**src/rtl/ccx_ic_pkg.sv**
```systemverilog
// Shared types and memory-map constants for the core complex interconnect router.
package ccx_ic_pkg;

  localparam int CCX_AW      = 39;
  localparam int CCX_DW      = 64;
  localparam int CCX_RTYPE_W = 2;
  localparam int CCX_PRV_W   = 2;

  // Default regions: responder 0 owns [0, 256MB), responder 1 owns [256MB, 512MB).
  localparam logic [38:0] CCX_R0_BASE = 39'h00_0000_0000;
  localparam logic [38:0] CCX_R0_MASK = 39'h7F_F000_0000;
  localparam logic [38:0] CCX_R1_BASE = 39'h00_1000_0000;
  localparam logic [38:0] CCX_R1_MASK = 39'h7F_F000_0000;

  typedef enum logic [1:0] {
    TGT_NONE = 2'd0,
    TGT_T0   = 2'd1,
    TGT_T1   = 2'd2,
    TGT_TX   = 2'd3
  } rsp_tgt_e;

endpackage

```
**src/rtl/core_mem_bus.sv**
```systemverilog
// Core memory bus bundle: one request/grant channel with a fixed one-cycle response.
interface core_mem_bus
  import ccx_ic_pkg::*;
#(
  parameter int AW = CCX_AW,
  parameter int DW = CCX_DW
) ();

  logic                   req;
  logic [CCX_RTYPE_W-1:0] rtype;
  logic [AW-1:0]          addr;
  logic                   wen;
  logic [DW/8-1:0]        strb;
  logic [DW-1:0]          wdata;
  logic [CCX_PRV_W-1:0]   prv;
  logic                   gnt;
  logic                   err;
  logic [DW-1:0]          rdata;

  modport REQ (output req, rtype, addr, wen, strb, wdata, prv,
               input  gnt, err, rdata);
  modport RSP (input  req, rtype, addr, wen, strb, wdata, prv,
               output gnt, err, rdata);

endinterface

```
**src/rtl/ccx_ic_addr_decode.sv**
```systemverilog
// Base/mask region decode of a request address into per-responder hit flags.
module ccx_ic_addr_decode
  import ccx_ic_pkg::*;
#(
  parameter int            AW      = CCX_AW,
  parameter logic [AW-1:0] R0_BASE = AW'(CCX_R0_BASE),
  parameter logic [AW-1:0] R0_MASK = AW'(CCX_R0_MASK),
  parameter logic [AW-1:0] R1_BASE = AW'(CCX_R1_BASE),
  parameter logic [AW-1:0] R1_MASK = AW'(CCX_R1_MASK)
) (
  input  logic [AW-1:0] addr,
  output logic          hit0,
  output logic          hit1
);

  assign hit0 = (addr & R0_MASK) == R0_BASE;
  assign hit1 = (addr & R1_MASK) == R1_BASE;

endmodule

```
**src/rtl/ccx_ic_router.sv**
```systemverilog
// Steers one requestor to two responders by address; unmapped accesses are
// granted locally, answered with a bus error and logged in the err_* registers.
//
// Handshake: a request transfers on a cycle where req & gnt are both high; while
// req & !gnt the requestor holds every request field stable; the response
// (rdata/err) is valid exactly one cycle after the transfer and cannot be stalled.
module ccx_ic_router
  import ccx_ic_pkg::*;
#(
  parameter int            AW      = CCX_AW,
  parameter int            DW      = CCX_DW,
  parameter logic [AW-1:0] R0_BASE = AW'(CCX_R0_BASE),
  parameter logic [AW-1:0] R0_MASK = AW'(CCX_R0_MASK),
  parameter logic [AW-1:0] R1_BASE = AW'(CCX_R1_BASE),
  parameter logic [AW-1:0] R1_MASK = AW'(CCX_R1_MASK),
  parameter int            ECW     = 8
) (
  input  logic           g_clk,
  input  logic           g_resetn,
  core_mem_bus.RSP       req,
  core_mem_bus.REQ       rsp_0,
  core_mem_bus.REQ       rsp_1,
  input  logic           err_clear,
  output logic           err_valid,
  output logic [AW-1:0]  err_addr,
  output logic           err_wen,
  output logic [ECW-1:0] err_count,
  output logic [1:0]     dbg_rsp_tgt
);

  logic     hit0;
  logic     hit1;
  logic     sel0;
  logic     sel1;
  logic     selx;
  logic     gnt;
  rsp_tgt_e rsp_tgt;
  rsp_tgt_e tgt_nxt;

  ccx_ic_addr_decode #(
    .AW      (AW),
    .R0_BASE (R0_BASE),
    .R0_MASK (R0_MASK),
    .R1_BASE (R1_BASE),
    .R1_MASK (R1_MASK)
  ) u_decode (
    .addr (req.addr),
    .hit0 (hit0),
    .hit1 (hit1)
  );

  // Responder 0 wins when the two regions overlap.
  assign sel0 = req.req & hit0;
  assign sel1 = req.req & hit1 & ~hit0;
  assign selx = req.req & ~hit0 & ~hit1;

  assign rsp_0.req   = sel0;
  assign rsp_0.rtype = req.rtype;
  assign rsp_0.addr  = req.addr;
  assign rsp_0.wen   = req.wen;
  assign rsp_0.strb  = req.strb;
  assign rsp_0.wdata = req.wdata;
  assign rsp_0.prv   = req.prv;

  assign rsp_1.req   = sel1;
  assign rsp_1.rtype = req.rtype;
  assign rsp_1.addr  = req.addr;
  assign rsp_1.wen   = req.wen;
  assign rsp_1.strb  = req.strb;
  assign rsp_1.wdata = req.wdata;
  assign rsp_1.prv   = req.prv;

  assign gnt     = (sel0 & rsp_0.gnt) | (sel1 & rsp_1.gnt) | selx;
  assign req.gnt = gnt;

  always_comb begin
    tgt_nxt = TGT_NONE;
    if (gnt) begin
      if (sel0)      tgt_nxt = TGT_T0;
      else if (sel1) tgt_nxt = TGT_T1;
      else           tgt_nxt = TGT_TX;
    end
  end

  // Outputs are forced quiet while reset is held so a dropped response never pulses err.
  assign req.rdata = !g_resetn           ? '0          :
                     rsp_tgt == TGT_T0   ? rsp_0.rdata :
                     rsp_tgt == TGT_T1   ? rsp_1.rdata : '0;
  assign req.err   = g_resetn & (((rsp_tgt == TGT_T0) & rsp_0.err) |
                                 ((rsp_tgt == TGT_T1) & rsp_1.err) |
                                  (rsp_tgt == TGT_TX));

  assign dbg_rsp_tgt = rsp_tgt;

  always_ff @(posedge g_clk) begin
    if (!g_resetn) begin
      rsp_tgt   <= TGT_NONE;
      err_valid <= 1'b0;
      err_addr  <= '0;
      err_wen   <= 1'b0;
      err_count <= '0;
    end else begin
      rsp_tgt <= tgt_nxt;
      // A capture in the same cycle as err_clear restarts the log with this access.
      if (selx) begin
        if (!err_valid || err_clear) begin
          err_addr <= req.addr;
          err_wen  <= req.wen;
        end
        err_valid <= 1'b1;
        if (err_clear)             err_count <= ECW'(1);
        else if (err_count != '1) err_count <= err_count + 1'b1;
      end else if (err_clear) begin
        err_valid <= 1'b0;
        err_count <= '0;
      end
    end
  end

  a_addr_stable: assert property (@(posedge g_clk) disable iff (!g_resetn)
    (req.req && !req.gnt) |=> $stable(req.addr));

endmodule

```
**src/flat_wrapper.sv**
```systemverilog
// flat-port wrapper written by rule: the top's interface ports become plain ports
module ccx_ic_router_flat import ccx_ic_pkg::*;
#(
  parameter int            AW      = CCX_AW,
  parameter int            DW      = CCX_DW,
  parameter logic [AW-1:0] R0_BASE = AW'(CCX_R0_BASE),
  parameter logic [AW-1:0] R0_MASK = AW'(CCX_R0_MASK),
  parameter logic [AW-1:0] R1_BASE = AW'(CCX_R1_BASE),
  parameter logic [AW-1:0] R1_MASK = AW'(CCX_R1_MASK),
  parameter int            ECW     = 8
)
  (g_clk, g_resetn, err_clear, err_valid, err_addr, err_wen, err_count, dbg_rsp_tgt, req_req, req_rtype, req_addr, req_wen, req_strb, req_wdata, req_prv, req_gnt, req_err, req_rdata, rsp_0_req, rsp_0_rtype, rsp_0_addr, rsp_0_wen, rsp_0_strb, rsp_0_wdata, rsp_0_prv, rsp_0_gnt, rsp_0_err, rsp_0_rdata, rsp_1_req, rsp_1_rtype, rsp_1_addr, rsp_1_wen, rsp_1_strb, rsp_1_wdata, rsp_1_prv, rsp_1_gnt, rsp_1_err, rsp_1_rdata);
  core_mem_bus #(.AW(AW), .DW(DW)) req_i ();
  core_mem_bus #(.AW(AW), .DW(DW)) rsp_0_i ();
  core_mem_bus #(.AW(AW), .DW(DW)) rsp_1_i ();
  input  logic g_clk;
  input  logic g_resetn;
  input  logic err_clear;
  output logic err_valid;
  output logic [AW-1:0] err_addr;
  output logic err_wen;
  output logic [ECW-1:0] err_count;
  output logic [1:0] dbg_rsp_tgt;
  input wire logic [$bits(req_i.req)-1:0] req_req;
  input wire logic [$bits(req_i.rtype)-1:0] req_rtype;
  input wire logic [$bits(req_i.addr)-1:0] req_addr;
  input wire logic [$bits(req_i.wen)-1:0] req_wen;
  input wire logic [$bits(req_i.strb)-1:0] req_strb;
  input wire logic [$bits(req_i.wdata)-1:0] req_wdata;
  input wire logic [$bits(req_i.prv)-1:0] req_prv;
  output wire logic [$bits(req_i.gnt)-1:0] req_gnt;
  output wire logic [$bits(req_i.err)-1:0] req_err;
  output wire logic [$bits(req_i.rdata)-1:0] req_rdata;
  output wire logic [$bits(rsp_0_i.req)-1:0] rsp_0_req;
  output wire logic [$bits(rsp_0_i.rtype)-1:0] rsp_0_rtype;
  output wire logic [$bits(rsp_0_i.addr)-1:0] rsp_0_addr;
  output wire logic [$bits(rsp_0_i.wen)-1:0] rsp_0_wen;
  output wire logic [$bits(rsp_0_i.strb)-1:0] rsp_0_strb;
  output wire logic [$bits(rsp_0_i.wdata)-1:0] rsp_0_wdata;
  output wire logic [$bits(rsp_0_i.prv)-1:0] rsp_0_prv;
  input wire logic [$bits(rsp_0_i.gnt)-1:0] rsp_0_gnt;
  input wire logic [$bits(rsp_0_i.err)-1:0] rsp_0_err;
  input wire logic [$bits(rsp_0_i.rdata)-1:0] rsp_0_rdata;
  output wire logic [$bits(rsp_1_i.req)-1:0] rsp_1_req;
  output wire logic [$bits(rsp_1_i.rtype)-1:0] rsp_1_rtype;
  output wire logic [$bits(rsp_1_i.addr)-1:0] rsp_1_addr;
  output wire logic [$bits(rsp_1_i.wen)-1:0] rsp_1_wen;
  output wire logic [$bits(rsp_1_i.strb)-1:0] rsp_1_strb;
  output wire logic [$bits(rsp_1_i.wdata)-1:0] rsp_1_wdata;
  output wire logic [$bits(rsp_1_i.prv)-1:0] rsp_1_prv;
  input wire logic [$bits(rsp_1_i.gnt)-1:0] rsp_1_gnt;
  input wire logic [$bits(rsp_1_i.err)-1:0] rsp_1_err;
  input wire logic [$bits(rsp_1_i.rdata)-1:0] rsp_1_rdata;
  assign req_i.req = req_req;
  assign req_i.rtype = req_rtype;
  assign req_i.addr = req_addr;
  assign req_i.wen = req_wen;
  assign req_i.strb = req_strb;
  assign req_i.wdata = req_wdata;
  assign req_i.prv = req_prv;
  assign req_gnt = req_i.gnt;
  assign req_err = req_i.err;
  assign req_rdata = req_i.rdata;
  assign rsp_0_req = rsp_0_i.req;
  assign rsp_0_rtype = rsp_0_i.rtype;
  assign rsp_0_addr = rsp_0_i.addr;
  assign rsp_0_wen = rsp_0_i.wen;
  assign rsp_0_strb = rsp_0_i.strb;
  assign rsp_0_wdata = rsp_0_i.wdata;
  assign rsp_0_prv = rsp_0_i.prv;
  assign rsp_0_i.gnt = rsp_0_gnt;
  assign rsp_0_i.err = rsp_0_err;
  assign rsp_0_i.rdata = rsp_0_rdata;
  assign rsp_1_req = rsp_1_i.req;
  assign rsp_1_rtype = rsp_1_i.rtype;
  assign rsp_1_addr = rsp_1_i.addr;
  assign rsp_1_wen = rsp_1_i.wen;
  assign rsp_1_strb = rsp_1_i.strb;
  assign rsp_1_wdata = rsp_1_i.wdata;
  assign rsp_1_prv = rsp_1_i.prv;
  assign rsp_1_i.gnt = rsp_1_gnt;
  assign rsp_1_i.err = rsp_1_err;
  assign rsp_1_i.rdata = rsp_1_rdata;
  ccx_ic_router #(.AW(AW), .DW(DW), .R0_BASE(R0_BASE), .R0_MASK(R0_MASK), .R1_BASE(R1_BASE), .R1_MASK(R1_MASK), .ECW(ECW)) u_core (.g_clk(g_clk), .g_resetn(g_resetn), .req(req_i), .rsp_0(rsp_0_i), .rsp_1(rsp_1_i), .err_clear(err_clear), .err_valid(err_valid), .err_addr(err_addr), .err_wen(err_wen), .err_count(err_count), .dbg_rsp_tgt(dbg_rsp_tgt));
endmodule
```
**config.mk**
```make
export PLATFORM = sky130hd
export DESIGN_NAME = ccx_ic_router_flat
export DESIGN_NICKNAME = d
export VERILOG_FILES = /design/src/rtl/ccx_ic_pkg.sv /design/src/rtl/core_mem_bus.sv /design/src/rtl/ccx_ic_addr_decode.sv /design/src/rtl/ccx_ic_router.sv /design/src/flat_wrapper.sv
export SDC_FILE = /design/constraint.sdc
export NUM_CORES = 1
export LEC_CHECK = 0
export ABC_AREA = 1
export CORE_AREA = 2 2 237 239
export CTS_BUF_LIST = sky130_fd_sc_hd__clkbuf_4
export DETAILED_ROUTE_END_ITERATION = 8
export DIE_AREA = 0 0 239 241
export PLACE_DENSITY = 0.34
export SYNTH_ARGS = -nofsm -noshare
export SYNTH_HDL_FRONTEND = slang
export SYNTH_SLANG_ARGS = --single-unit
```
**constraint.sdc**
```tcl
create_clock -name g_clk -period 1.5 [get_ports g_clk]
set_input_delay 0.3 -clock g_clk [delete_from_list [all_inputs] [get_ports g_clk]]
set_output_delay 0.3 -clock g_clk [all_outputs]
set_load 0.01 [all_outputs]
```
Word level (Yosys, flattened, before mapping). Index checks and enable logic that the tools add are counted.

Register bits after elaboration: 51. Output and inout port bits: 351. Word-level logic and storage cells: 50.

Mux-type cells: 11. Bitwise gates (word level): 18. Reductions and logical operators: 9. Add/sub/neg operators: 1. Equal/unequal tests: 5.

Operator list (count): $mux W64 (3); $logic_not A39 Y1 (1); $mux W8 (4); $eq A11 B1 Y1 const B (1); $and A1 B1 Y1 (10); $add A8 B1 Y8 const B (1); $ne A8 B8 Y1 const B (1); $reduce_and A2 Y1 (3); $eq A2 B2 Y1 const B (2); $mux W1 (4); $not A1 Y1 (4); $or A1 B1 Y1 (4); $reduce_bool A2 Y1 (2); $reduce_or A3 Y1 (1); $eq A2 B1 Y1 const B (1); $logic_not A1 Y1 (1); $logic_or A1 B1 Y1 (1).

Logic depth before layout (Yosys ltp). Gate-level depths: netlist of run 1.

Depth in word-level cells: 8. Depth in mapped cells: 11. Mapped depth without buffers: 10.

By module. From an unflattened synthesis of run 1, not the netlist that was laid out.

Cells, all modules: 756. Area total of the unflattened synthesis: 4924.7 µm².

Modules (own cells, without submodules): ccx_ic_router (cells each 738, area each 4852.2 µm², sequential area each 1021.0 µm², instances 1); ccx_ic_addr_decode (cells each 18, area each 72.6 µm², sequential area each 0.0 µm², instances 1).

Worst setup path after synthesis of run 1. OpenSTA, ideal clock, no wires.

Kind: flip-flop to output port. Start: register u_core.rsp_tgt[1] (netlist: u_core.dbg_rsp_tgt[1]). End: output port req_rdata[13]. Slack: -0.155 ns. Data required time: 1.200 ns. Cell stages (with the launch flop): 6. Data arrival time: 1.355 ns. Path through: dfxtp_1 inv_1 nor2_1 clkbuf_1 nand2_1 a21oi_1.

Word-level cells in the longest chain between the ends: 4. Elaborated cells between the ends (all ways): 5.

Ends and longest elaborated chain: from (decl) (line ccx_ic_router.sv:37) `rsp_tgt_e rsp_tgt;`; from (signal assigned) (line ccx_ic_router.sv:103) `rsp_tgt <= tgt_nxt;`; $eq A2 B2 Y1 (line ccx_ic_router.sv:88) `rsp_tgt == TGT_T1 ? rsp_1.rdata : '0;`; $mux W64 (line ccx_ic_router.sv:88); $mux W64 * (line ccx_ic_router.sv:87) `rsp_tgt == TGT_T0 ? rsp_0.rdata :`; $mux W64 * (line ccx_ic_router.sv:86) `assign req.rdata = !g_resetn ? '0 :`; to (decl) (line flat_wrapper.sv:33) `output wire logic [$bits(req_i.rdata)-1:0] req_rdata;`.

Mark *: on every way between the ends. The rest lies on a longest branch, timed or not.

Worst setup path in the final report of run 1.
Start: register u_core.rsp_tgt[0] (netlist: u_core.dbg_rsp_tgt[0]). End: output port req_rdata[34].

Same word-level chain as after synthesis.

==> qor.yml, run 1 <==
run_status:
  status: "complete, but fails checks"
  violations: "setup timing"
timing:
  clock_skew_ns: 0.02634
  worstMarginPinSlew_ns: 0.3553
  rsz0062_at_grt: "true"
  finalSetupViolCount: 73
  layout_setup_ws_ns: -0.6323
  final.min_clock_period_ns: 2.132
  finalHoldViolations: 0
  slew_violations: 0
  slew_headroom_pct: 76.32
  holdWs_ns: 0.1597
  timing.final.crit_share_pct: 142.2
  max_freq_mhz: 469.0
setup_path:
  crit_path_max_fanout: 5
  worst_path_dominant_cell_family: "buffers and inverters"
  cp_data_arrival_time_ns: 1.83
  cp-start-kind: "flip-flop"
  crit_buf_inv: 6
  cpPeakStageDelay_ns: 0.36
  worstSetupPathType: "flip-flop to output pin"
  cp_slowest_cell: "dfxtp_2"
  critPathCaptureType: "output pin"
  worst_path_most_repeated_cell: "buf_12"
  ff2ff_setup_slack_ns: -0.05
  cp.required_ns: 1.20
  crit_chain: "buf_12 > nor2_4 > buf_12 > buf_12 > buf_12 > buf_6 > nand2_1 > a21oi_1 > buf_2"
synth:
  muxShareOfSynthArea_pct: 0
  synth-xor-area-share_pct: 0.3504
  synth_nets: 990
  synth_cells: 737
  yosysWarnings: 0
  synth_top_family_by_area: "buffers and inverters"
  synth-simple-area-share_pct: 25.91
  synth_area_sq_um: 4999
  syn_avg_cell_area_sq_um: 6.782
  yosysUniqueCellTypes: 30
  synth_seq_cells: 51
  synthAdderAreaFrac_pct: 0.2503
  ys_seq_area_share_pct: 20.43
  synth-compound-area-share_pct: 11.89
drt:
  num_vias: 5533
  wl_per_cell_microns: 17.11
  avgViaCountPerCell: 3.280
  drtAntennaViolNets: 0
  dr.pass1.iters: 4
  wl_microns: 28860
  drtIter0Drc: 179
  drc: 0
floorplanning:
  rows: 86
  die_area_sq_um: 57600
  core_area_sq_um: 54880
  start_util_pct: 9.109
  io-pin-count: 603
  die_w_microns: 239
  die_h_microns: 241
flow_run:
  cap_violations: 0
power:
  swShare_pct: 34.86
  p_int_mw: 2.802
  seqPwrFrac_pct: 35.1
  p_leak_nw: 3.892
  pwr-share-clk_pct: 15.8
  peakVddDrop_mv: 0.2321
  pwr-share-comb_pct: 49.1
  power.switching_mw: 1.500
  total_power_mw: 4.302
  power_density_nw_per_um2: 464.2
clocking:
  clockBufferDepth: 2
  clkTransAtPathRegs_ns: 0.15
  clock_sinks: 51
  ctsHtreeMaxLevel: 2
  holdBufCountCts: 0
  clock_latency_ns: 0.42
  cts_buffers: 5
  cts-root-buf: "clkbuf_4"
  cts_tree: "built"
global_routing:
  track_usage_pct: 9.128
  grt_antenna_before_repair: 4
  overflow: 0
  grt_max_degree: 38
  grt_pass1_vias: 5540
  grt_pass1_wl_microns: 37980
placement:
  gp_congestion: 0.7050
  post-place-cells: 1648
  hpwl_microns: 22310
  portBuffers: 374
final_layout:
  layout_commonest_cell: "clkdlybuf4s50_1"
  finalCoreUtilization_pct: 16.89
  final_cell_count_no_fill: 1687
  seq_area_sq_um: 1041
  mostFrequentLayoutCells: "184 x clkdlybuf4s50_1, 99 x buf_4, 96 x dlygate4sd2_1"
  nFillCells: 6255
  multi_input_comb_area_sq_um: 2425
  fin_nets: 1232
  area_growth_pct: 85.41
  final_layout_size_suffix_gt1_share_pct: 40.65
hold_path:
  hold_class: "input pin to flip-flop"
-- path summary, 6_finish.rpt --
check | from | to | depth (start not counted)
hold / removal | req_addr[34] | u_core.err_addr[34] | 3
hold reg to reg | u_core.err_addr[16] | u_core.err_addr[16] | 2
setup / recovery | u_core.dbg_rsp_tgt[0] | req_rdata[34] | 9
setup reg to reg | u_core.err_count[0] | u_core.err_count[2] | 8
-- sequential cells by signal, indices dropped and copies added, names as in the netlist --
signal              cells
u_core.err_addr        39
u_core.err_count        8
u_core.dbg_rsp_tgt      2
u_core.err_valid        1
u_core.err_wen          1
-- synth_stat cells, drive strengths merged --
cell type  number  area, sq um
a21oi          75        375.4
and2            1        6.260
buf           248         1901
clkbuf         24        90.09
clkinv          1        3.750
dfxtp          51         1021
ha              1        12.51
inv            15        63.81
nand2          89        362.8
nand3          80        400.4
nand4           2        12.51
nor2          102        493.0
nor3b           1        7.510
o21ai          43        219.0
or2             2        12.51
xnor2           1        8.760
xor2            1        8.760
-- final cells by class --
| cell class | count | area share (%) |
|---|---|---|
| timing repair buffer | 507 | 51.63 |
| multi-input combinational | 398 | 26.16 |
| sequential | 51 | 11.23 |
| tap | 704 | 9.505 |
| inverter | 16 | 0.8100 |
| clock buffer | 5 | 0.4050 |
| clock inverter | 2 | 0.1485 |
| antenna | 4 | 0.1080 |
-- kinds of logic after synthesis --
| family | after synthesis |
|---|---|
| adders and majority gates | 1 |
| xor gates and xnor gates | 2 |
| and+or+nand+nor | 277 |
| AOI/OAI and AO/OA | 118 |
| DFF | 51 |
| buffers and inverters | 288 |
-- worst reg2reg max path, stage by stage (launching register included) --
cell and delay, ns:
dfxtp_2 0.39, ha_4 0.15, nand2_4 0.05, nor2_4 0.14
nand3_4 0.11, nand4_1 0.25, buf_12 0.19, nand3_4 0.07
a21oi_2 0.14
-- power by group through the flow --
stage	clock, mW	sequential [mW]	combinational [mW]
3_3_place_gp	0	1.54	2.05
5_1_grt	0.795	1.52	2.27
6_report	0.681	1.51	2.11
2_1_floorplan	0	1.58	1.14
3_5_place_dp	0	1.54	2.03
4_1_cts	0.758	1.51	2.08
-- stage by stage --
step	setup WS [ns]	TNS (ns)	instance area (sq um)
detailed placement	-0.8540	-89.39	8622
global route	-0.7644	-45.39	9265
global placement	-0.8851	-90.50	8622
floorplan	0.01346	0	5022
CTS	-0.7379	-42.26	8937
finish	-0.6323	-36.42	9268
-- metal layers --
layer | track usage, % | wire length, microns | share of wire, % | vias to the layer above
li1 | - | - | - | 2648
met1 | 9.119 | 9984 | 35 | 2453
met2 | 16.00 | 14050 | 49 | 379
met3 | 4.106 | 3282 | 11 | 53
met4 | 4.754 | 1545 | 5.4 | 0
met5 | 0 | 0 | 0 | -
-- repair_timing --
| action | CTS | global route |
|---|---|---|
| cloned | 9 | 1 |
| endpoints found under the hold margin | 0 | 0 |
| buffers inserted | 16 | 6 |
| endpoints found under the setup margin | 246 | 85 |
| resized for setup | 572 | 87 |
| pin swaps | 33 | 28 |
No activity file was read; power rests on OpenSTA's default activity.
==> inputs of run 2 (changes only) <==
--- a/config.mk
+++ b/config.mk
@@ -6,11 +6,12 @@
 export NUM_CORES = 1
 export LEC_CHECK = 0
 export ABC_AREA = 1
-export CORE_AREA = 2 2 237 239
+export CORE_AREA = 4 4 233 235
 export CTS_BUF_LIST = sky130_fd_sc_hd__clkbuf_4
 export DETAILED_ROUTE_END_ITERATION = 8
-export DIE_AREA = 0 0 239 241
-export PLACE_DENSITY = 0.34
+export DIE_AREA = 0 0 237 239
+export PLACE_DENSITY = 0.35
+export SLEW_MARGIN = 10
 export SYNTH_ARGS = -nofsm -noshare
 export SYNTH_HDL_FRONTEND = slang
 export SYNTH_SLANG_ARGS = --single-unit
==> constraint.sdc (replaced) <==
create_clock -name g_clk -period 2.1 [get_ports g_clk]
set_input_delay 0.42 -clock g_clk [delete_from_list [all_inputs] [get_ports g_clk]]
set_output_delay 0.42 -clock g_clk [all_outputs]
set_load 0.01 [all_outputs]
==> qor.yml, run 2 (synthesis gave the netlist of run 1 again) <==
drt:
  num_vias: 5256  # -5.0%
  wl_microns: 26460  # -8.3%
  wl_per_cell_microns: 16.22  # -5.2%
  drtAntennaViolNets: 0  # unchanged
  avgViaCountPerCell: 3.221  # -1.8%
  dr.pass1.iters: 4  # unchanged
  drc: 0  # unchanged
  drtIter0Drc: 186  # +3.9%
global_routing:
  overflow: 0  # unchanged
  grt_max_degree: 41  # +7.9%
  grt_antenna_before_repair: 1  # -3
  grt_pass1_wl_microns: 36670  # -3.4%
  grt_pass1_vias: 5457  # -1.5%
  track_usage_pct: 8.490  # -0.64 points
setup_path:
  worstSetupPathType: "flip-flop to output pin"
  cpPeakStageDelay_ns: 0.42  # +0.06 ns
  cp-start-kind: "flip-flop"
  worst_path_most_repeated_cell: "buf_12"
  critPathCaptureType: "output pin"
  crit_path_max_fanout: 5  # unchanged
  cp.required_ns: 1.68  # +0.48 ns
  cp_data_arrival_time_ns: 1.74  # -0.09 ns
  crit_chain: "inv_8 > nor2_4 > buf_12 > buf_12 > buf_8 > buf_6 > nand2_4 > a21oi_2 > buf_2"
  ff2ff_setup_slack_ns: 0.31  # +0.36 ns
  cp_slowest_cell: "dfxtp_4"
final_layout:
  area_growth_pct: 79.65
  mostFrequentLayoutCells: "289 x clkdlybuf4s50_1, 61 x nand3_1, 61 x nand2_1, 61 x buf_2, 58 x nor2_1"
  fin_nets: 1195  # -3.0%
  largest_reg_flops: 39  # unchanged
  largest-register: "u_core.err_addr"
  final_layout_size_suffix_gt1_share_pct: 34.15  # -6.5 points
  finalCoreUtilization_pct: 17.19  # +0.30 points
  layout_commonest_cell: "clkdlybuf4s50_1"
  design_area_sq_um: 8980  # -3.1%
timing:
  layout_setup_ws_ns: -0.06493  # +0.5674 ns
  timing.final.crit_share_pct: 103.1
  tns_ns: -0.3515  # +36.07 ns
  clock_skew_ns: 0.01372  # -0.01261 ns
  finalSetupViolCount: 21  # -71%
  max_freq_mhz: 461.9
  slew_violations: 0  # unchanged
  rsz0062_at_grt: "true"
  slew_headroom_pct: 79.57  # +3.3 points
  final.min_clock_period_ns: 2.165
  worstMarginPinSlew_ns: 0.3065  # -0.04878 ns
  finalHoldViolations: 0  # unchanged
clocking:
  clock_sinks: 51  # unchanged
  cts_tree: "built"
  ctsHtreeMaxLevel: 2  # unchanged
  clockBufferDepth: 2  # unchanged
  cts-root-buf: "clkbuf_4"
  clkTransAtPathRegs_ns: 0.19  # +0.04 ns
  cts_buffers: 5  # unchanged
  holdBufCountCts: 0  # unchanged
  clock_latency_ns: 0.44  # +0.02 ns
placement:
  place_area_sq_um: 8269  # -4.1%
  portBuffers: 374  # unchanged
  gp_congestion: 0.7764  # +10%
  hpwl_microns: 20770  # -6.9%
  preCtsSetupSlack_ns: -0.6367  # +0.2173 ns
floorplanning:
  die_h_microns: 239  # -0.83%
  die_area_sq_um: 56640  # -1.7%
  die_w_microns: 237  # -0.84%
  rows: 84  # -2.3%
  io-pin-count: 603  # unchanged
  start_util_pct: 9.569  # +0.46 points
  core_area_sq_um: 52240  # -4.8%
power:
  peakVddDrop_mv: 0.5911  # +150%
  power_density_nw_per_um2: 351.2  # -24%
  p_leak_nw: 3.478  # -11%
  total_power_mw: 3.153  # -27%
run_status:
  violations: "setup timing"
  status: "complete, but fails checks"
flow_run:
  cap_violations: 0  # unchanged
hold_path:
  hold_class: "input pin to flip-flop"
==> run 2: cell count changes in the layout (fill, tap and decap cells not counted), moves of 9 or more <==
cell,previous run,this run
nand3_2,2,17
clkdlybuf4s50_1,184,289
nand2_1,51,61
dfxtp_2,16,0
buf_4,99,56
dfxtp_1,35,49
buf_6,24,15
nand3_1,72,61
dlygate4sd2_1,96,10
==> run 2: final timing paths <==
| kind | from | end | depth (start not counted) |
|---|---|---|---|
| worst max register to register | u_core.err_count[1] | u_core.err_count[6] | 8 |
| worst min register to register | u_core.err_addr[23] | u_core.err_addr[23] | 2 |
| worst min-delay path | g_resetn | u_core.err_count[4] | 4 |
| worst max-delay path | u_core.dbg_rsp_tgt[1] | req_rdata[63] | 9 |
==> run 2: per-stage QoR <==
stage / cells / hold WS (ns)
4_1_cts: 1623 / 0.4216
6_report: 1632 / 0.4600
3_5_place_dp: 1594 / 0.4827
2_1_floorplan: 737 / 0.5138
5_1_grt: 1632 / 0.4270
3_3_place_gp: 1594 / 0.4733
==> run 2: power breakdown <==
group,internal (mW),switching [mW]
combinational,0.873,0.645
sequential,1.03,0.0463
clock,0.141,0.415
total,2.05,1.11
==> run 2: area by class of cell <==
type                    count  area [sq um]
diodes                      1         2.502
clock buffers               5         37.54
multi-input cells         398          2371
inverters                  16         75.07
repair buffers            470          4577
clock inverters             3         27.53
fillers                  5931         43260
well taps                 688         860.8
flip-flops and latches     51          1028
==> run 2: repair_timing <==
| action | 4_1_cts | 5_1_grt |
|---|---|---|
| gates resized for setup | 362 | 91 |
| cloned | 4 | 2 |
| buffers inserted | 17 | 9 |
| pin swaps | 25 | 25 |
| setup endpoints to repair | 71 | 72 |
| hold endpoints to repair | 0 | 0 |
==> run 2: worst max-delay path, delay by kind of cell (launching register included) <==
family	cells	cell delay, ns
buffers and inverters	6	0.63
DFF	1	0.42
AOI/OAI and AO/OA	1	0.13
and+or+nand+nor	2	0.12
==> run 2: metal layers <==
layer	wire length [microns]	share of wire, %	global-route usage [%]	vias up
li1	-	-	-	2567
met1	10390	39	9.883	2371
met2	12670	48	13.91	250
met3	2509	9.5	3.588	68
met4	895	3.4	3.255	0
met5	0	0	0	-
==> inputs of run 3 (changes only) <==
--- a/config.mk
+++ b/config.mk
@@ -6,11 +6,13 @@
 export NUM_CORES = 1
 export LEC_CHECK = 0
 export ABC_AREA = 1
-export CORE_AREA = 4 4 233 235
+export CORE_AREA = 4 4 230 232
 export CTS_BUF_LIST = sky130_fd_sc_hd__clkbuf_4
 export DETAILED_ROUTE_END_ITERATION = 8
-export DIE_AREA = 0 0 237 239
-export PLACE_DENSITY = 0.35
+export DIE_AREA = 0 0 234 236
+export DONT_BUFFER_PORTS = 1
+export HOLD_SLACK_MARGIN = 0.05
+export PLACE_DENSITY = 0.3
 export SLEW_MARGIN = 10
 export SYNTH_ARGS = -nofsm -noshare
 export SYNTH_HDL_FRONTEND = slang
==> qor.yml, run 3 (synthesis gave the netlist of run 1 again) <==
run_status:
  status: "complete, but fails checks"
  violations: "setup timing"
power:
  power.switching_mw: 0.8276  # -25%
  power_density_nw_per_um2: 459.1  # +31%
  pwr-share-comb_pct: 26.5  # -22 points
  p_int_mw: 1.554  # -24%
  swShare_pct: 34.75  # -0.33 points
  seqPwrFrac_pct: 47.1  # +13 points
  pwr-share-clk_pct: 26.4  # +8.8 points
  peakVddDrop_mv: 0.3205  # -46%
  p_leak_nw: 1.710  # -51%
drt:
  wl_per_cell_microns: 17.90  # +10%
  num_vias: 3898  # -26%
  drc: 0  # unchanged
  drtIter0Drc: 198  # +6.5%
  drtAntennaViolNets: 0  # unchanged
  dr.pass1.iters: 5  # +1
  avgViaCountPerCell: 3.164  # -1.8%
  wl_microns: 22050  # -17%
floorplanning:
  die_w_microns: 234  # -1.3%
  core_area_sq_um: 50990  # -2.4%
  die_area_sq_um: 55220  # -2.5%
  rows: 83  # -1.2%
  start_util_pct: 9.803  # +0.23 points
  die_h_microns: 236  # -1.3%
  io-pin-count: 603  # unchanged
setup_path:
  worst_path_dominant_cell_family: "buffers and inverters"
  cpPeakStageDelay_ns: 0.39  # -0.03 ns
  reg2reg_from: "u_core.err_count[0]"
  cp-start-kind: "flip-flop"
  cp_data_arrival_time_ns: 1.73  # about the same
  critPathCaptureType: "output pin"
  startpoint: "u_core.dbg_rsp_tgt[1]"
  r2r_end: "u_core.err_count[2]"
  cp_slowest_cell: "dfxtp_2"
  crit_chain: "inv_4 > nor2_4 > buf_12 > buf_12 > buf_16 > nand2_1 > a21oi_2 > buf_4"
  worst_path_most_repeated_cell: "buf_12"
  crit_buf_inv: 5  # -1
  rr_worst_depth: 9  # +1
  worstSetupPathType: "flip-flop to output pin"
  ff2ff_setup_slack_ns: 0.43  # +0.12 ns
  crit_path_max_fanout: 8  # +3
  cp.required_ns: 1.68  # about the same
global_routing:
  grt_max_degree: 61  # +49%
  overflow: 0  # unchanged
  grt_pass1_wl_microns: 29080  # -21%
  grt_pass1_vias: 3890  # -29%
  grt_antenna_before_repair: 2  # +1
  track_usage_pct: 7.192  # -1.3 points
final_layout:
  area_growth_pct: 3.780
  mostFrequentLayoutCells: "80 x nand3_1, 66 x nand2_1, 57 x nor2_1"
  fin_nets: 803  # -33%
  final_cell_count_no_fill: 1232  # -25%
  largest_reg_flops: 39  # unchanged
  layout_commonest_cell: "nand3_1"
  final_layout_size_suffix_gt1_share_pct: 36.84  # +2.7 points
  largest-register: "u_core.err_addr"
  finalCoreUtilization_pct: 10.17  # -7.0 points
timing:
  timing.final.crit_share_pct: 102.5  # -0.60 points
  slew_headroom_pct: 77.86  # -1.7 points
  final.min_clock_period_ns: 2.152  # -0.01259 ns
  finalHoldViolations: 0  # unchanged
  layout_setup_ws_ns: -0.05234  # +0.01259 ns
  rsz0062_at_grt: "true"
  clock_skew_ns: 0.02525  # +0.01152 ns
  slew_violations: 0  # unchanged
  finalSetupViolCount: 20  # -4.8%
  worstMarginPinSlew_ns: 0.3321  # +0.02563 ns
  max_freq_mhz: 464.6  # +0.59%
clocking:
  clkTransAtPathRegs_ns: 0.19  # about the same
  cts_tree: "built"
  clock_latency_ns: 0.41  # -0.03 ns
  cts_buffers: 5  # unchanged
  cts-root-buf: "clkbuf_4"
  ctsHtreeMaxLevel: 2  # unchanged
  clockBufferDepth: 2  # unchanged
  clock_sinks: 51  # unchanged
placement:
  hpwl_microns: 16770  # -19%
  portBuffers: 0  # -100%
  post-place-cells: 1203  # -25%
  gp_congestion: 0.7197  # -7.3%
hold_path:
  min_from: "g_resetn"
  hold_path_depth: 2  # -2
  hold_class: "input pin to flip-flop"
  holdPathEnd: "u_core.err_addr[4]"
flow_run:
  cap_violations: 0  # unchanged
## run 3: cell types whose count changed in the layout (fill, tap and decap cells not counted), sizes merged
| cell | change |
|---|---|
| clkinv | -1 |
| bufinv | +1 |
| clkdlybuf4s15 | -3 |
| clkdlybuf4s50 | -289 |
| dlygate4sd3 | +2 |
| dlymetal6s2s | -4 |
| dlygate4sd2 | -10 |
| buf | -88 |
## run 3: cell type report
cell class,count,area (sq um)
clock buffers,5,37.54
flip-flops and latches,51,1026
inverters,16,70.07
fillers,5938,45800
diodes,1,2.502
repair buffers,78,877.1
clock inverters,3,46.29
well taps,680,850.8
multi-input cells,398,2277
## run 3: per-layer routing
| metal | global-route usage (%) | part of all wire (%) | vias up |
|---|---|---|---|
| li1 | - | - | 1764 |
| met1 | 8.012 | 36 | 1764 |
| met2 | 10.42 | 43 | 285 |
| met3 | 4.807 | 15 | 81 |
| met4 | 3.349 | 4.3 | 4 |
| met5 | 1.250 | 0.48 | - |
## run 3: power groups by stage
stage / clock [mW] / combinational (mW) / sequential [mW]
finish: 0.629 / 0.631 / 1.12
global route: 0.715 / 0.694 / 1.13
CTS: 0.697 / 0.590 / 1.13
detailed placement: 0 / 0.491 / 1.15
global placement: 0 / 0.490 / 1.15
floorplan: 0 / 0.806 / 1.13
## run 3: worst max-delay path by stage
stage,to,slack [ns],cells after the start
2_1_floorplan,req_rdata[13],0.33,5
3_3_place_gp,req_gnt,-0.14,7
3_5_place_dp,req_gnt,-0.13,7
4_1_cts,req_rdata[48],-0.13,8
5_1_grt,req_rdata[14],-0.17,8
6_report,req_rdata[14],-0.05,8
## run 3: what timing repair did
action | in CTS | in global routing
cloned | 4 | 3
endpoints found under the setup margin | 54 | 59
hold buffers | 1 | 1
pin swaps | 5 | 15
resized for setup | 59 | 37
endpoints found under the hold margin | 1 | 1
setup buffers | 7 | 5
## run 3: stage by stage
stage	TNS (ns)	cell area [sq um]	worst slack, ns	hold WS (ns)	power (mW)
2_1_floorplan	0	4999	0.3252	0.5138	1.934
3_3_place_gp	-0.2558	4390	-0.1411	0.5298	1.639
3_5_place_dp	-0.1687	4390	-0.1267	0.5329	1.640
4_1_cts	-4.849	4901	-0.1319	0.05137	2.414
5_1_grt	-6.615	5187	-0.1739	0.06020	2.542
6_report	-0.4162	5187	-0.05234	0.1052	2.382
==> edit, RTL diff (settings of run 3) <==
`CCX_DW`: 64 -> 56.
--- a/src/rtl/ccx_ic_pkg.sv
+++ b/src/rtl/ccx_ic_pkg.sv
@@ -2,7 +2,7 @@
 package ccx_ic_pkg;
 
   localparam int CCX_AW      = 39;
-  localparam int CCX_DW      = 64;
+  localparam int CCX_DW      = 56;
   localparam int CCX_RTYPE_W = 2;
   localparam int CCX_PRV_W   = 2;
 
Ports: changed (9 resized); port bits go from 603 to 552. The function was not compared with the original's and may differ.
==> edit against run 3 <==
The flow still finishes with violations (negative setup slack). Routed wire length is 10% lower. Setup slack got worse by 0.015 ns. Total power is 7.9% lower. Design area fell by 8.7%. Global-route usage down 0.70 points. Synthesized area is 8.2% lower. Sequential cell count did not move. Critical path type unchanged. Largest cell class unchanged. Highest routed layer unchanged.
==> edit: results <==
{
  "critical_path.startpoint": "u_core.dbg_rsp_tgt[0]",
  "worstPathArrival_ns": 1.75,
  "place.gp.congestion": 0.686,
  "first_pass_iters": 4,
  "wl_per_cell_microns": 16.4,
  "violations": "negative setup slack",
  "slowest_stage": "dfxtp_4",
  "finalSetupViolations": 27,
  "placed_area_sq_um": 4100,
  "hpwl_mm": 14.6,
  "fin_ws_ns": -0.0676,
  "grt.total_usage_pct": 6.50,
  "power.leakage_nw": 1.58,
  "tns_ns": -0.671,
  "detailedPlace.worstSlack_ns": 0.149,
  "antenna_found_initial": 6,
  "reg2reg_to": "u_core.err_count[0]",
  "seq_area_frac_synth_pct": 22.3,
  "drt-initial-drc-count": 174,
  "grt_pass1_wl_mm": 25.7,
  "timing.critical_path.to": "req_rdata[2]",
  "crit_fanout": 15,
  "ir_worst_vdd_uv": 190,
  "nNetsFinal": 743,
  "status": "finished, violations left",
  "viasPerCell": 3.06,
  "final_layout_size_suffix_gt1_share_pct": 25.8,
  "reg2reg_setup_slack_ns": 0.52,
  "syn_nets": 923,
  "fillCellCount": 5967,
  "synth_common_cells": "buf_4, nor2_1, nand2_1",
  "synth_xor_area_share_pct": 0.191,
  "fin_util_pct": 9.29,
  "synthAdderAreaFrac_pct": 0.273,
  "reg2regPathDepth": 8
}
edit: changes by cell type after synthesis, sizes merged, moves of 2 or more:
cell and change:
clkbuf +2, nor3 +2, a21oi -8, buf -22, nand3 -10, nand2 -5
edit: kinds of logic (layout without fill, tap and decap cells):
group,count (synthesis),after routing
flops,51,51
compound gates,111,111
simple gates,263,263
other cells,0,6
xor+xnor,1,1
buf+inv,268,89
fa+ha+maj,1,1
edit: how the worst min path moves through the flow:
stage / start / endpoint / slack (ns) / depth (start not counted)
global route: g_resetn / u_core.err_addr[15] / 0.06 / 2
finish: g_resetn / u_core.dbg_rsp_tgt[0] / 0.13 / 2
detailed placement: u_core.err_addr[0] / u_core.err_addr[0] / 0.53 / 2
CTS: g_resetn / u_core.err_addr[11] / 0.05 / 2
global placement: u_core.err_addr[28] / u_core.err_addr[28] / 0.52 / 2
floorplan: u_core.err_addr[0] / u_core.err_addr[0] / 0.51 / 2
edit: repair_timing:
item | CTS | global route
endpoints found under the hold margin | 24 | 0
pin swaps | 10 | 10
cloned | 6 | 1
resized for setup | 57 | 21
endpoints found under the setup margin | 56 | 56
buffers inserted | 6 | 1
hold buffers | 2 | 0
edit: layout make-up:
cell class / instances / area [sq um] / area share, %
Clock inverter: 2 / 16.3 / 0.344
Sequential cell: 51 / 1030 / 21.7
Inverter: 16 / 67.6 / 1.43
Clock buffer: 6 / 45.0 / 0.951
Multi-Input combinational cell: 376 / 1930 / 40.9
Antenna cell: 6 / 15.0 / 0.317
Tap cell: 680 / 851 / 18.0
Timing Repair Buffer: 65 / 777 / 16.4
edit: power by group:
group | internal, mW | total (mW) | switching (mW) | leakage (nW)
clock | 0.149 | 0.536 | 0.387 | 0.0323
sequential | 1.03 | 1.11 | 0.0813 | 0.423
combinational | 0.228 | 0.544 | 0.316 | 1.12
edit: worst max-delay path, delay by kind of cell (launching register included):
family,cells,cell delay (ns)
simple gates,2,0.17
buf+inv,4,0.58
flops,1,0.39
compound gates,1,0.18
edit: per-stage QoR:
stage / instances / hold slack (ns)
2_1_floorplan: 695 / 0.510
3_3_place_gp: 1172 / 0.523
3_5_place_dp: 1172 / 0.529
4_1_cts: 1194 / 0.0514
5_1_grt: 1197 / 0.0611
6_report: 1202 / 0.128
edit: per-layer routing:
metal  GRT usage, %  vias up  part of all wire (%)
met5              0        -                  0.11
met4           3.87        4                   5.2
met3           3.70       73                    14
met2           11.4      280                    49
met1           5.76     1660                    32
li1               -     1666                     -
